--- src/rtl/div_seq.sv ---
// div_seq: sequential unsigned restoring divider.
// Produces one quotient bit per enabled clock. A start/busy/done handshake
// frames each division, and quotient/remainder/div_zero are registered and
// hold until the next done strobe. enable=0 freezes every register.
module div_seq #(
    parameter int WIDTH = 8
) (
    input  logic             clk,
    input  logic             reset,
    input  logic             enable,
    input  logic             start,
    input  logic [WIDTH-1:0] dividend,
    input  logic [WIDTH-1:0] divisor,
    output logic             busy,
    output logic             done,
    output logic [WIDTH-1:0] quotient,
    output logic [WIDTH-1:0] remainder,
    output logic             div_zero
);

    localparam int             CW   = (WIDTH > 1) ? $clog2(WIDTH) : 1;
    localparam logic [CW-1:0]  LAST = CW'(WIDTH - 1);
    localparam logic [CW-1:0]  ONE  = CW'(1);

    typedef enum logic [1:0] {
        IDLE = 2'd0,
        RUN  = 2'd1,
        FIN  = 2'd2
    } state_t;

    state_t           state_r;
    logic [WIDTH-1:0] dvd_r;      // dividend shifting out, quotient shifting in
    logic [WIDTH-1:0] dsr_r;      // latched divisor
    logic [WIDTH:0]   rem_r;      // partial remainder, one guard bit wide
    logic [CW-1:0]    cnt_r;

    logic [WIDTH:0]   shift_s;
    logic [WIDTH:0]   diff_s;
    logic [WIDTH:0]   rem_next_s;
    logic             qbit_s;

    // One restoring step: shift in the next dividend bit, trial-subtract, keep or restore.
    always_comb begin
        shift_s    = {rem_r[WIDTH-1:0], dvd_r[WIDTH-1]};
        diff_s     = shift_s - {1'b0, dsr_r};
        rem_next_s = shift_s;
        qbit_s     = 1'b0;
        if (diff_s[WIDTH] == 1'b0) begin
            rem_next_s = diff_s;
            qbit_s     = 1'b1;
        end else begin
            rem_next_s = shift_s;
            qbit_s     = 1'b0;
        end
    end

    // Control FSM, datapath registers and registered outputs; all frozen while enable is low.
    always_ff @(posedge clk or negedge reset) begin
        if (!reset) begin
            state_r   <= IDLE;
            dvd_r     <= '0;
            dsr_r     <= '0;
            rem_r     <= '0;
            cnt_r     <= '0;
            busy      <= 1'b0;
            done      <= 1'b0;
            quotient  <= '0;
            remainder <= '0;
            div_zero  <= 1'b0;
        end else if (enable) begin
            case (state_r)
                IDLE: begin
                    done <= 1'b0;
                    if (start) begin
                        dvd_r   <= dividend;
                        dsr_r   <= divisor;
                        rem_r   <= '0;
                        cnt_r   <= '0;
                        busy    <= 1'b1;
                        state_r <= RUN;
                    end
                end
                RUN: begin
                    done  <= 1'b0;
                    rem_r <= rem_next_s;
                    dvd_r <= {dvd_r[WIDTH-2:0], qbit_s};
                    cnt_r <= cnt_r + ONE;
                    if (cnt_r == LAST) begin
                        cnt_r   <= '0;
                        state_r <= FIN;
                    end
                end
                FIN: begin
                    quotient  <= dvd_r;
                    remainder <= rem_r[WIDTH-1:0];
                    div_zero  <= (dsr_r == '0);
                    done      <= 1'b1;
                    busy      <= 1'b0;
                    state_r   <= IDLE;
                end
                default: begin
                    done    <= 1'b0;
                    busy    <= 1'b0;
                    state_r <= IDLE;
                end
            endcase
        end
    end

endmodule

--- config.mk ---
export PLATFORM = sky130hd
export DESIGN_NAME = div_seq
export DESIGN_NICKNAME = d
export VERILOG_FILES = /design/src/rtl/div_seq.sv
export SDC_FILE = /design/constraint.sdc
export NUM_CORES = 1
export LEC_CHECK = 0
export CORE_MARGIN = 2
export CORE_UTILIZATION = 45
export DETAILED_ROUTE_END_ITERATION = 10
export GPL_TIMING_DRIVEN = 0
export HOLD_SLACK_MARGIN = 0.02
export PLACE_DENSITY = 0.72
export SLEW_MARGIN = 20
export SYNTH_ARGS = -nofsm -noshare
export SYNTH_HDL_FRONTEND = slang
export SYNTH_SLANG_ARGS = --single-unit
--- constraint.sdc ---
create_clock -name clk -period 2.5 [get_ports clk]
set_input_delay 0.375 -clock clk [delete_from_list [all_inputs] [get_ports clk]]
set_output_delay 0.375 -clock clk [all_outputs]
set_load 0.02 [all_outputs]
After elaboration in Yosys (flattened, before gate mapping)
Cells that the tools add are included.
W data, S select, Z words.

storage, ports and cells
  register bits = 48
  bits of input ports = 20
  logic and storage cells = 41

cells by class
  $add $sub $neg = 2
  equality and inequality tests = 5
  multiplexer cells = 15
  bitwise gates (word level) = 1
  reductions and logical operators = 8

operators by type and width
  cell                   number
  $pmux W8 S2            2
  $mux W8                3
  $reduce_and A3 Y1      4
  $sub A9 B8 Y9          1
  $logic_not A8 Y1       1
  $mux W3                2
  $pmux W3 S2            1
  $mux W2                2
  $ne A2 B2 Y1 const B   2
  $pmux W2 S2            1
  $add A3 B1 Y3 const B  1
  $eq A3 B3 Y1 const B   1
  $mux W1                3
  $eq A2 B1 Y1 const B   1
  $eq A2 B2 Y1 const B   1
  $logic_not A2 Y1       1
  $pmux W1 S2            1
  $reduce_and A2 Y1      1
  $reduce_bool A2 Y1     1
  $not A1 Y1             1

Longest topological paths before layout
Gate-level depths: netlist of the first run.

  depth in word-level cells = 3
  mapped depth = 11
  depth with buffers taken out = 10

Worst setup path after synthesis of the first run
Ideal clock, no wire load.

  kind = reg-to-reg
  from = register dvd_r[7]
  to = register rem_r[3]
  library setup time = 0.126 ns
  arrival = 2.493 ns
  path slack = -0.119 ns
  cell stages (with the launch flop) = 12
  path buffers = 1
  clock period less this slack = 2.619 ns
  path through = dfrtp_1 -> inv_1 -> ha_1 -> inv_1 -> fa_1 -> a211oi_1 -> nor3_2 -> mux2i_1 -> a2111oi_4 -> buf_6 -> mux2i_1 -> o21ai_1

on the way
  longest elaborated chain between the ends = 3

RTL lines
  what                      RTL line  source
  start: declaration        32        logic [WIDTH-1:0] dvd_r;
  start signal: assignment  75        dvd_r <= dividend;
  start signal: assignment  86        dvd_r <= {dvd_r[WIDTH-2:0], qbit_s};
  $sub A9 B8 Y9             45        diff_s = shift_s - {1'b0, dsr_r};
  $mux W8                   48        if (diff_s[WIDTH] == 1'b0) begin
  $pmux W8 S2               71        case (state_r)
  end signal: assignment    85        rem_r <= rem_next_s;
  end: declaration          34        logic [WIDTH:0] rem_r;

Every way passes these cells.
A chain may end at the register's enable or synchronous reset.

Final worst setup path of the first run
  from = register dvd_r[7]
  to = register rem_r[0]

on the way
  longest elaborated chain between the ends = 3

RTL lines
  what           RTL line
  $sub A9 B8 Y9  45
  $mux W8 *      48
  $pmux W8 S2 *  71

Every way passes the cells marked *; elsewhere a longest branch is shown, timed or not.

==> results of run 1 <==
flip-flops by register name, indices dropped and copies added (netlist names):
signal     count
busy           1
cnt_r          3
div_zero       1
done           1
dsr_r          8
dvd_r          8
quotient       8
rem_r          8
remainder      8
state_r        2
worst max-delay path by stage:
| stage | startpoint | end | slack (ns) | cells past startpoint |
|---|---|---|---|---|
| finish | dvd_r[7]$_DFFE_PN0P_ | rem_r[0]$_DFFE_PN0P_ | 0.05 | 11 |
| global route | dvd_r[7]$_DFFE_PN0P_ | rem_r[0]$_DFFE_PN0P_ | -0.05 | 11 |
| CTS | dvd_r[7]$_DFFE_PN0P_ | rem_r[0]$_DFFE_PN0P_ | -0.04 | 11 |
| detailed placement | dvd_r[7]$_DFFE_PN0P_ | rem_r[3]$_DFFE_PN0P_ | -0.33 | 11 |
| global placement | dvd_r[7]$_DFFE_PN0P_ | rem_r[3]$_DFFE_PN0P_ | -0.31 | 11 |
| floorplan | dvd_r[7]$_DFFE_PN0P_ | rem_r[3]$_DFFE_PN0P_ | 0.01 | 11 |
through the flow:
stage	area, um2	hold WS, ns	setup WS [ns]	total power, mW	TNS [ns]
after global placement	2801	0.4603	-0.3052	2.989	-16.23
final	2963	0.02834	0.05178	3.670	0
after CTS	2948	0.04365	-0.03967	3.646	-0.07347
after detailed placement	2816	0.3737	-0.3325	3.039	-2.257
after global routing	2963	0.07519	-0.05105	3.945	-0.09624
after floorplan	2333	0.07941	0.009824	2.558	0
area by class of cell:
type	instances	area, um2
Inverter	13	48.80
Multi-Input combinational cell	143	1069
Fill cell	429	2079
Clock inverter	2	13.76
Clock buffer	6	82.58
Buffer	9	42.54
Sequential cell	48	1201
Tap cell	70	87.58
Timing Repair Buffer	42	417.9
logic make-up after synthesis:
group / count (synthesis) / synth area share [%]
AO/OA/AOI/OAI: 53 / 14.53
XOR/XNOR: 6 / 2.252
adder cells (fa/ha/maj): 11 / 6.220
buffers and inverters: 22 / 3.914
flip-flops: 48 / 51.47
multiplexers: 27 / 12.39
AND/OR/NAND/NOR: 46 / 9.223
layout by cell type (no fill, tap or decap), types with 4 or more instances in the layout:
master           count
clkbuf_8             6
nand3_1              4
mux2_2              15
dfrtp_1             48
xor2_1               5
clkdlybuf4s50_1     37
a21oi_1              7
o21ai_0             24
inv_1               11
ha_1                 9
nand2_1             30
nor2b_1              4
clkbuf_1             7
o21ai_1              4
mux2i_1             12
per-layer routing:
layer  up-vias  GRT usage, %  wire, um
li1        850             -         -
met1       810         22.93      2162
met2        27         28.66      2271
met3         4         3.199       141
met4         0         4.909        53
met5         -             0         0
repair_timing:
action,CTS,global route
setup buffers,2,1
resized for setup,8,1
setup endpoints to repair,9,9
pin swaps,5,3
where the power goes:
| part | total [mW] | switching (mW) | internal [mW] |
|---|---|---|---|
| clock | 0.497 | 0.271 | 0.227 |
| combinational | 1.90 | 0.978 | 0.917 |
| sequential | 1.28 | 0.218 | 1.06 |
| total | 3.67 | 1.47 | 2.20 |
cell usage after synthesis, types with 2 or more instances:
master | instances | area, um2
clkbuf_1 | 7 | 26.28
o311ai_0 | 2 | 17.52
xor2_1 | 5 | 43.79
nor4_1 | 2 | 12.51
o21ai_0 | 26 | 130.1
nor2b_1 | 4 | 25.02
nand2_1 | 30 | 112.6
o31ai_1 | 3 | 22.52
nand3_1 | 4 | 20.02
inv_1 | 13 | 48.80
o21ai_1 | 2 | 10.01
ha_1 | 10 | 125.1
dfrtp_1 | 48 | 1201
mux2i_1 | 12 | 120.1
mux2_2 | 15 | 168.9
a21o_1 | 3 | 22.52
a32oi_1 | 2 | 17.52
a21oi_1 | 7 | 35.03
a22o_1 | 3 | 26.28
worst register-to-register path, delay by kind of cell (launching register included):
family          cells  cell delay (ns)
compound gates      3             0.70
fa+ha+maj           2             0.51
flops               1             0.39
mux                 2             0.36
buf+inv             3             0.34
simple gates        1             0.09
==> impl_metrics.csv, run 1 <==
group,metric,value,unit
status,status,"finished clean",
sta,fin_crit_sh,97.93,%
placement,dp_cells,322,
critical_path,slowest_delay,0.39,ns
sta,setup_viol,0,
detailed_routing,drc,0,
logic_synthesis,synth.distinct_cells,34,
critical_path,cp_max_fo,3,
detailed_routing,wl,4.627,mm
power,p_per_area,1239,nW/um2
floorplanning,die_h,76.01,um
floorplanning,fp-row-count,26,
clocking,cts_max_level,2,
clocking,insertion_delay,0.30,ns
cells_and_area,areaGrowthSynthToFinish,26.97,%
clocking,cts_inserted_buffers,5,
global_route,grt_pass1_vias,1696,
critical_path,arrival,2.69,ns
power,ir_drop,0.5878,mV
sta,hold_violations,0,
critical_path,r2r-start,"dvd_r[7]$_DFFE_PN0P_",
logic_synthesis,synth_nets,244,
logic_synthesis,synth-edff-count,0,
critical_path,rr_endpoint,"rem_r[0]$_DFFE_PN0P_",
critical_path,end_kind,"register",
sta,max_freq,0.4085,GHz
placement,portBuffers,38,
critical_path,r2r_slack,0.05,ns
sta,slew_violations,0,
sta,finalCriticalPeriod,2.448,ns
critical_path,start_kind,"register",
global_route,gr-usage-all-layers,17.12,%
detailed_routing,wire_per_inst,13.89,um
critical_path,cp_slowest_cell,"dfrtp_1",
cells_and_area,diodes,0,
detailed_routing,vias,1691,
critical_path,path_buf_inv,3,
clocking,cts_buffer_depth,2,
floorplanning,start_util,46.28,%
flow_run,drv_cap,0,
floorplanning,coreArea,5042,um2
global_route,grt_overflow_total,0,
logic_synthesis,syn_area,2333,um2
global_route,antenna_found_initial,0,
power,p_leak,1.361,nW
logic_synthesis,syn_inst,213,
critical_path,cp.required,2.74,ns
critical_path,cpLargestDelayFamily,"compound AO/OA/AOI/OAI gates",
placement,gp_congestion,0.7406,
cells_and_area,instances_no_fill,333,
logic_synthesis,yosysSeqAreaShare,51.47,%
logic_synthesis,synth_ff_type,"dfrtp_1",
global_route,grt_max_degree,28,
critical_path,r2r_cells,11,
worst_hold_path,hold_path.class,"in2async",
critical_path,crit_type,"reg2reg",
clocking,cts_tree,"yes",
sta,rsz0062_at_grt,"yes",
detailed_routing,drt_first_pass_iters,4,
logic_synthesis,yosys_warnings,0,
global_route,grt_first_pass_wirelength,7.900,mm
clocking,cts_hold_buf,0,
placement,dp_hpwl,3.413,mm
clocking,cts_num_sinks,48,
clocking,cts.clk_slew.worst_paths,0.09,ns
sta,fin_skew,0.005202,ns
detailed_routing,ant_nets,0,
clocking,cts-root-buf,"clkbuf_8",
logic_synthesis,syn-mean-instance-area,10.96,um2
floorplanning,ios,39,
sta,tightest_slew,0.6398,ns
cells_and_area,fin_util,58.76,%
critical_path,crit_chain,"inv_2 -> ha_4 -> inv_2 -> fa_2 -> a211oi_4 -> nor3_2 -> mux2i_1 -> a2111oi_4 -> buf_4 -> mux2i_1 -> a22o_1",
detailed_routing,drt_iter0_markers,64,
sta,max_slew_margin,57.06,%
floorplanning,dieArea,5778,um2
cells_and_area,drive_gt1_share,14.07,%
logic_synthesis,ys_ff_latch,48,
floorplanning,die_width,76.01,um
detailed_routing,vias_per_cell,5.078,
logic_synthesis,ys_async_sr_fraction,100.0,%
cells_and_area,finalNetCount,293,
(Power assumes the default switching activity.)
==> run 2, diff against run 1 <==
--- a/config.mk
+++ b/config.mk
@@ -5,12 +5,14 @@
 export SDC_FILE = /design/constraint.sdc
 export NUM_CORES = 1
 export LEC_CHECK = 0
+export ABC_AREA = 1
 export CORE_MARGIN = 2
 export CORE_UTILIZATION = 45
 export DETAILED_ROUTE_END_ITERATION = 10
 export GPL_TIMING_DRIVEN = 0
 export HOLD_SLACK_MARGIN = 0.02
-export PLACE_DENSITY = 0.72
+export PLACE_DENSITY = 0.71
+export REMOVE_ABC_BUFFERS = 1
 export SLEW_MARGIN = 20
 export SYNTH_ARGS = -nofsm -noshare
 export SYNTH_HDL_FRONTEND = slang
==> impl_metrics.csv, run 2 <==
group,metric,value,unit
status,status,"finished clean",
logic_synthesis,synth-xor-area-share,1.039,%
cells_and_area,areaGrowthSynthToFinish,22.02,%
logic_synthesis,syn-mean-instance-area,8.514,um2
detailed_routing,wl,4.906,mm
sta,max_freq,0.4844,GHz
critical_path,r2r_slack,0.44,ns
global_route,antenna_found_initial,0,
logic_synthesis,synth_compound_area_share,13.56,%
floorplanning,die_width,78.96,um
clocking,insertion_delay,0.31,ns
logic_synthesis,synth.most_common_cell,"nand2_1",
placement,pre_cts_ws,0.4662,ns
power,ir_drop,0.4057,mV
cells_and_area,finalNetCount,367,
sta,max_slew_margin,58.69,%
clocking,cts_num_sinks,48,
logic_synthesis,synth_top_cells_by_count,"92 x nand2_1, 48 x dfrtp_1, 40 x inv_1, 24 x o21ai_0, 15 x nand3_1",
cells_and_area,drive_gt1_share,10.39,%
critical_path,end_kind,"register",
floorplanning,start_util,46.20,%
logic_synthesis,yosysSeqAreaShare,47.50,%
critical_path,cpLargestDelayFamily,"simple AND/OR/NAND/NOR gates",
critical_path,arrival,2.26,ns
cells_and_area,final_common_cell,"nand2_1",
global_route,grt_pass1_vias,1915,
sta,tightest_slew,0.6190,ns
clocking,cts_buffer_depth,2,
global_route,grt_first_pass_wirelength,8.611,mm
global_route,gr-usage-all-layers,17.50,%
logic_synthesis,synth-simple-area-share,23.01,%
logic_synthesis,ys_async_sr_fraction,100.0,%
logic_synthesis,yosys.area.top_type,"dfrtp_1",
detailed_routing,ant_nets,0,
clocking,cts_hold_buf,0,
sta,postLayoutSetupSlackWorst,0.4357,ns
logic_synthesis,synth.distinct_cells,35,
flow_run,drv_cap,0,
detailed_routing,vias_per_cell,4.890,
logic_synthesis,muxShareOfSynthArea,0.5938,%
clocking,cts_inserted_buffers,5,
sta,fin_skew,0.01004,ns
critical_path,crit_top_cell,"nand2_1",
clocking,cts_max_level,2,
sta,rsz0062_at_grt,"no",
placement,portBuffers,38,
power,total_power,3.759,mW
floorplanning,coreArea,5473,um2
global_route,grt_overflow_total,0,
logic_synthesis,yosys_warnings,0,
logic_synthesis,synth-edff-count,0,
detailed_routing,wire_per_inst,12.00,um
placement,gp_congestion,0.7989,
clocking,cts-root-buf,"clkbuf_8",
critical_path,crit_chain,"inv_1 -> ha_1 -> inv_1 -> fa_1 -> nand2_1 -> nand2_1 -> nand3_1 -> nand2_1 -> nand2_1 -> nand2_4 -> nor2_1 -> o22ai_1",
logic_synthesis,yosysTopAreaCellShare,47.50,%
sta,slew_violations,0,
critical_path,crit_type,"reg2reg",
cells_and_area,layout_common_cells,"92 x nand2_1, 48 x dfrtp_1, 40 x inv_1",
detailed_routing,drt_iter0_markers,102,
detailed_routing,vias,2000,
sta,finalCriticalPeriod,2.064,ns
clocking,cts_tree,"yes",
logic_synthesis,synth_fa_ha_area_share,5.740,%
worst_hold_path,hold_path.class,"in2async",
floorplanning,dieArea,6235,um2
logic_synthesis,synth_top_family_by_area,"simple AND/OR/NAND/NOR gates",
floorplanning,die_h,78.96,um
cells_and_area,fill_cells,532,
placement,dp_hpwl,3.645,mm
critical_path,r2r_cells,12,
cells_and_area,diodes,0,
critical_path,path_buf_inv,2,
sta,hold_violations,0,
clocking,cts.clk_slew.worst_paths,0.09,ns
logic_synthesis,syn_inst,297,
power,p_leak,1.539,nW
logic_synthesis,ys_ff_latch,48,
critical_path,slowest_delay,0.40,ns
global_route,grt_max_degree,36,
detailed_routing,drc,0,
critical_path,rr_endpoint,"dvd_r[0]$_DFFE_PN0P_",
clocking,cts_resized,0,
sta,setup_viol,0,
logic_synthesis,synth_area_leaders,"dfrtp_1 48%, nand2_1 14%, inv_1 5.9%, ha_1 4.9%, o21ai_0 4.8%",
critical_path,start_kind,"register",
sta,fin_crit_sh,82.57,%
clocking,post_cts_buffers,0,
logic_synthesis,syn_area,2529,um2
critical_path,r2r-start,"dvd_r[7]$_DFFE_PN0P_",
critical_path,cp_max_fo,8,
floorplanning,ios,39,
floorplanning,fp-row-count,27,
detailed_routing,drt_first_pass_iters,4,
logic_synthesis,synth_ff_type,"dfrtp_1",
critical_path,cp.required,2.70,ns
critical_path,cp_slowest_cell,"fa_1",
power,p_per_area,1218,nW/um2
run 2: cell count changes in the layout (fill, tap and decap cells not counted), sizes merged, moves of 5 or more:
| cell | previous run | this run |
|---|---|---|
| nand2 | 30 | 95 |
| inv | 14 | 42 |
| nor2 | 0 | 16 |
| mux2 | 15 | 1 |
| mux2i | 12 | 0 |
| nand3 | 4 | 16 |
| clkbuf | 13 | 6 |
| o211ai | 0 | 7 |
| buf | 7 | 2 |
run 2: layout make-up:
type	instances	area (um2)	area share, %
inverter	43	166.4	5.393
clock buffer	6	82.58	2.676
timing repair buffer	39	395.4	12.81
clock inverter	2	38.79	1.257
multi-input combinational	199	1111	36.01
tap	72	90.09	2.920
sequential	48	1201	38.93
run 2: layer usage:
metal	vias up	wire (um)	part of all wire, %	track usage, %
met3	6	240	4.9	3.182
met1	929	2305	47	22.25
li1	1017	-	-	-
met2	48	2294	47	29.66
met5	-	0	0	0
met4	0	65	1.3	6.724
run 2: how the worst max path moves through the flow:
stage	to	slack [ns]	start	depth (start not counted)
CTS	dvd_r[0]$_DFFE_PN0P_	0.45	dvd_r[7]$_DFFE_PN0P_	12
global route	dvd_r[0]$_DFFE_PN0P_	0.26	dvd_r[7]$_DFFE_PN0P_	12
global placement	rem_r[5]$_DFFE_PN0P_	-0.30	reset	1
finish	dvd_r[0]$_DFFE_PN0P_	0.44	dvd_r[7]$_DFFE_PN0P_	12
detailed placement	dvd_r[0]$_DFFE_PN0P_	0.47	dvd_r[7]$_DFFE_PN0P_	12
floorplan	rem_r[0]$_DFFE_PN0P_	0.70	dvd_r[7]$_DFFE_PN0P_	12
run 2: cell families (layout without fill, tap and decap cells):
group                      after synthesis  in the layout
muxes                                    1              1
xor gates and xnor gates                 3              3
adders and majority gates               11             11
AOI/OAI and AO/OA                       51             51
and+or+nand+nor                        133            133
buffers and inverters                   50             90
DFF                                     48             48
run 2: per-stage QoR:
stage	hold WS [ns]	TNS (ns)	util [%]	instance area, um2	instances
global placement	0.4643	-14.38	53.89	2949	400
finish	0.01692	0	56.38	3085	409
CTS	0.02912	0	56.38	3085	409
floorplan	0.07941	0	-	2479	290
global route	0.06196	0	56.38	3085	409
detailed placement	0.3669	0	54.16	2964	401
run 2: where the power goes:
part           leakage [nW]  total, mW  internal [mW]  switching, mW
clock network        0.0614      0.591          0.327          0.263
registers             0.605       1.27           1.09          0.180
logic                 0.873       1.90          0.764           1.13
total                  1.54       3.76           2.18           1.57
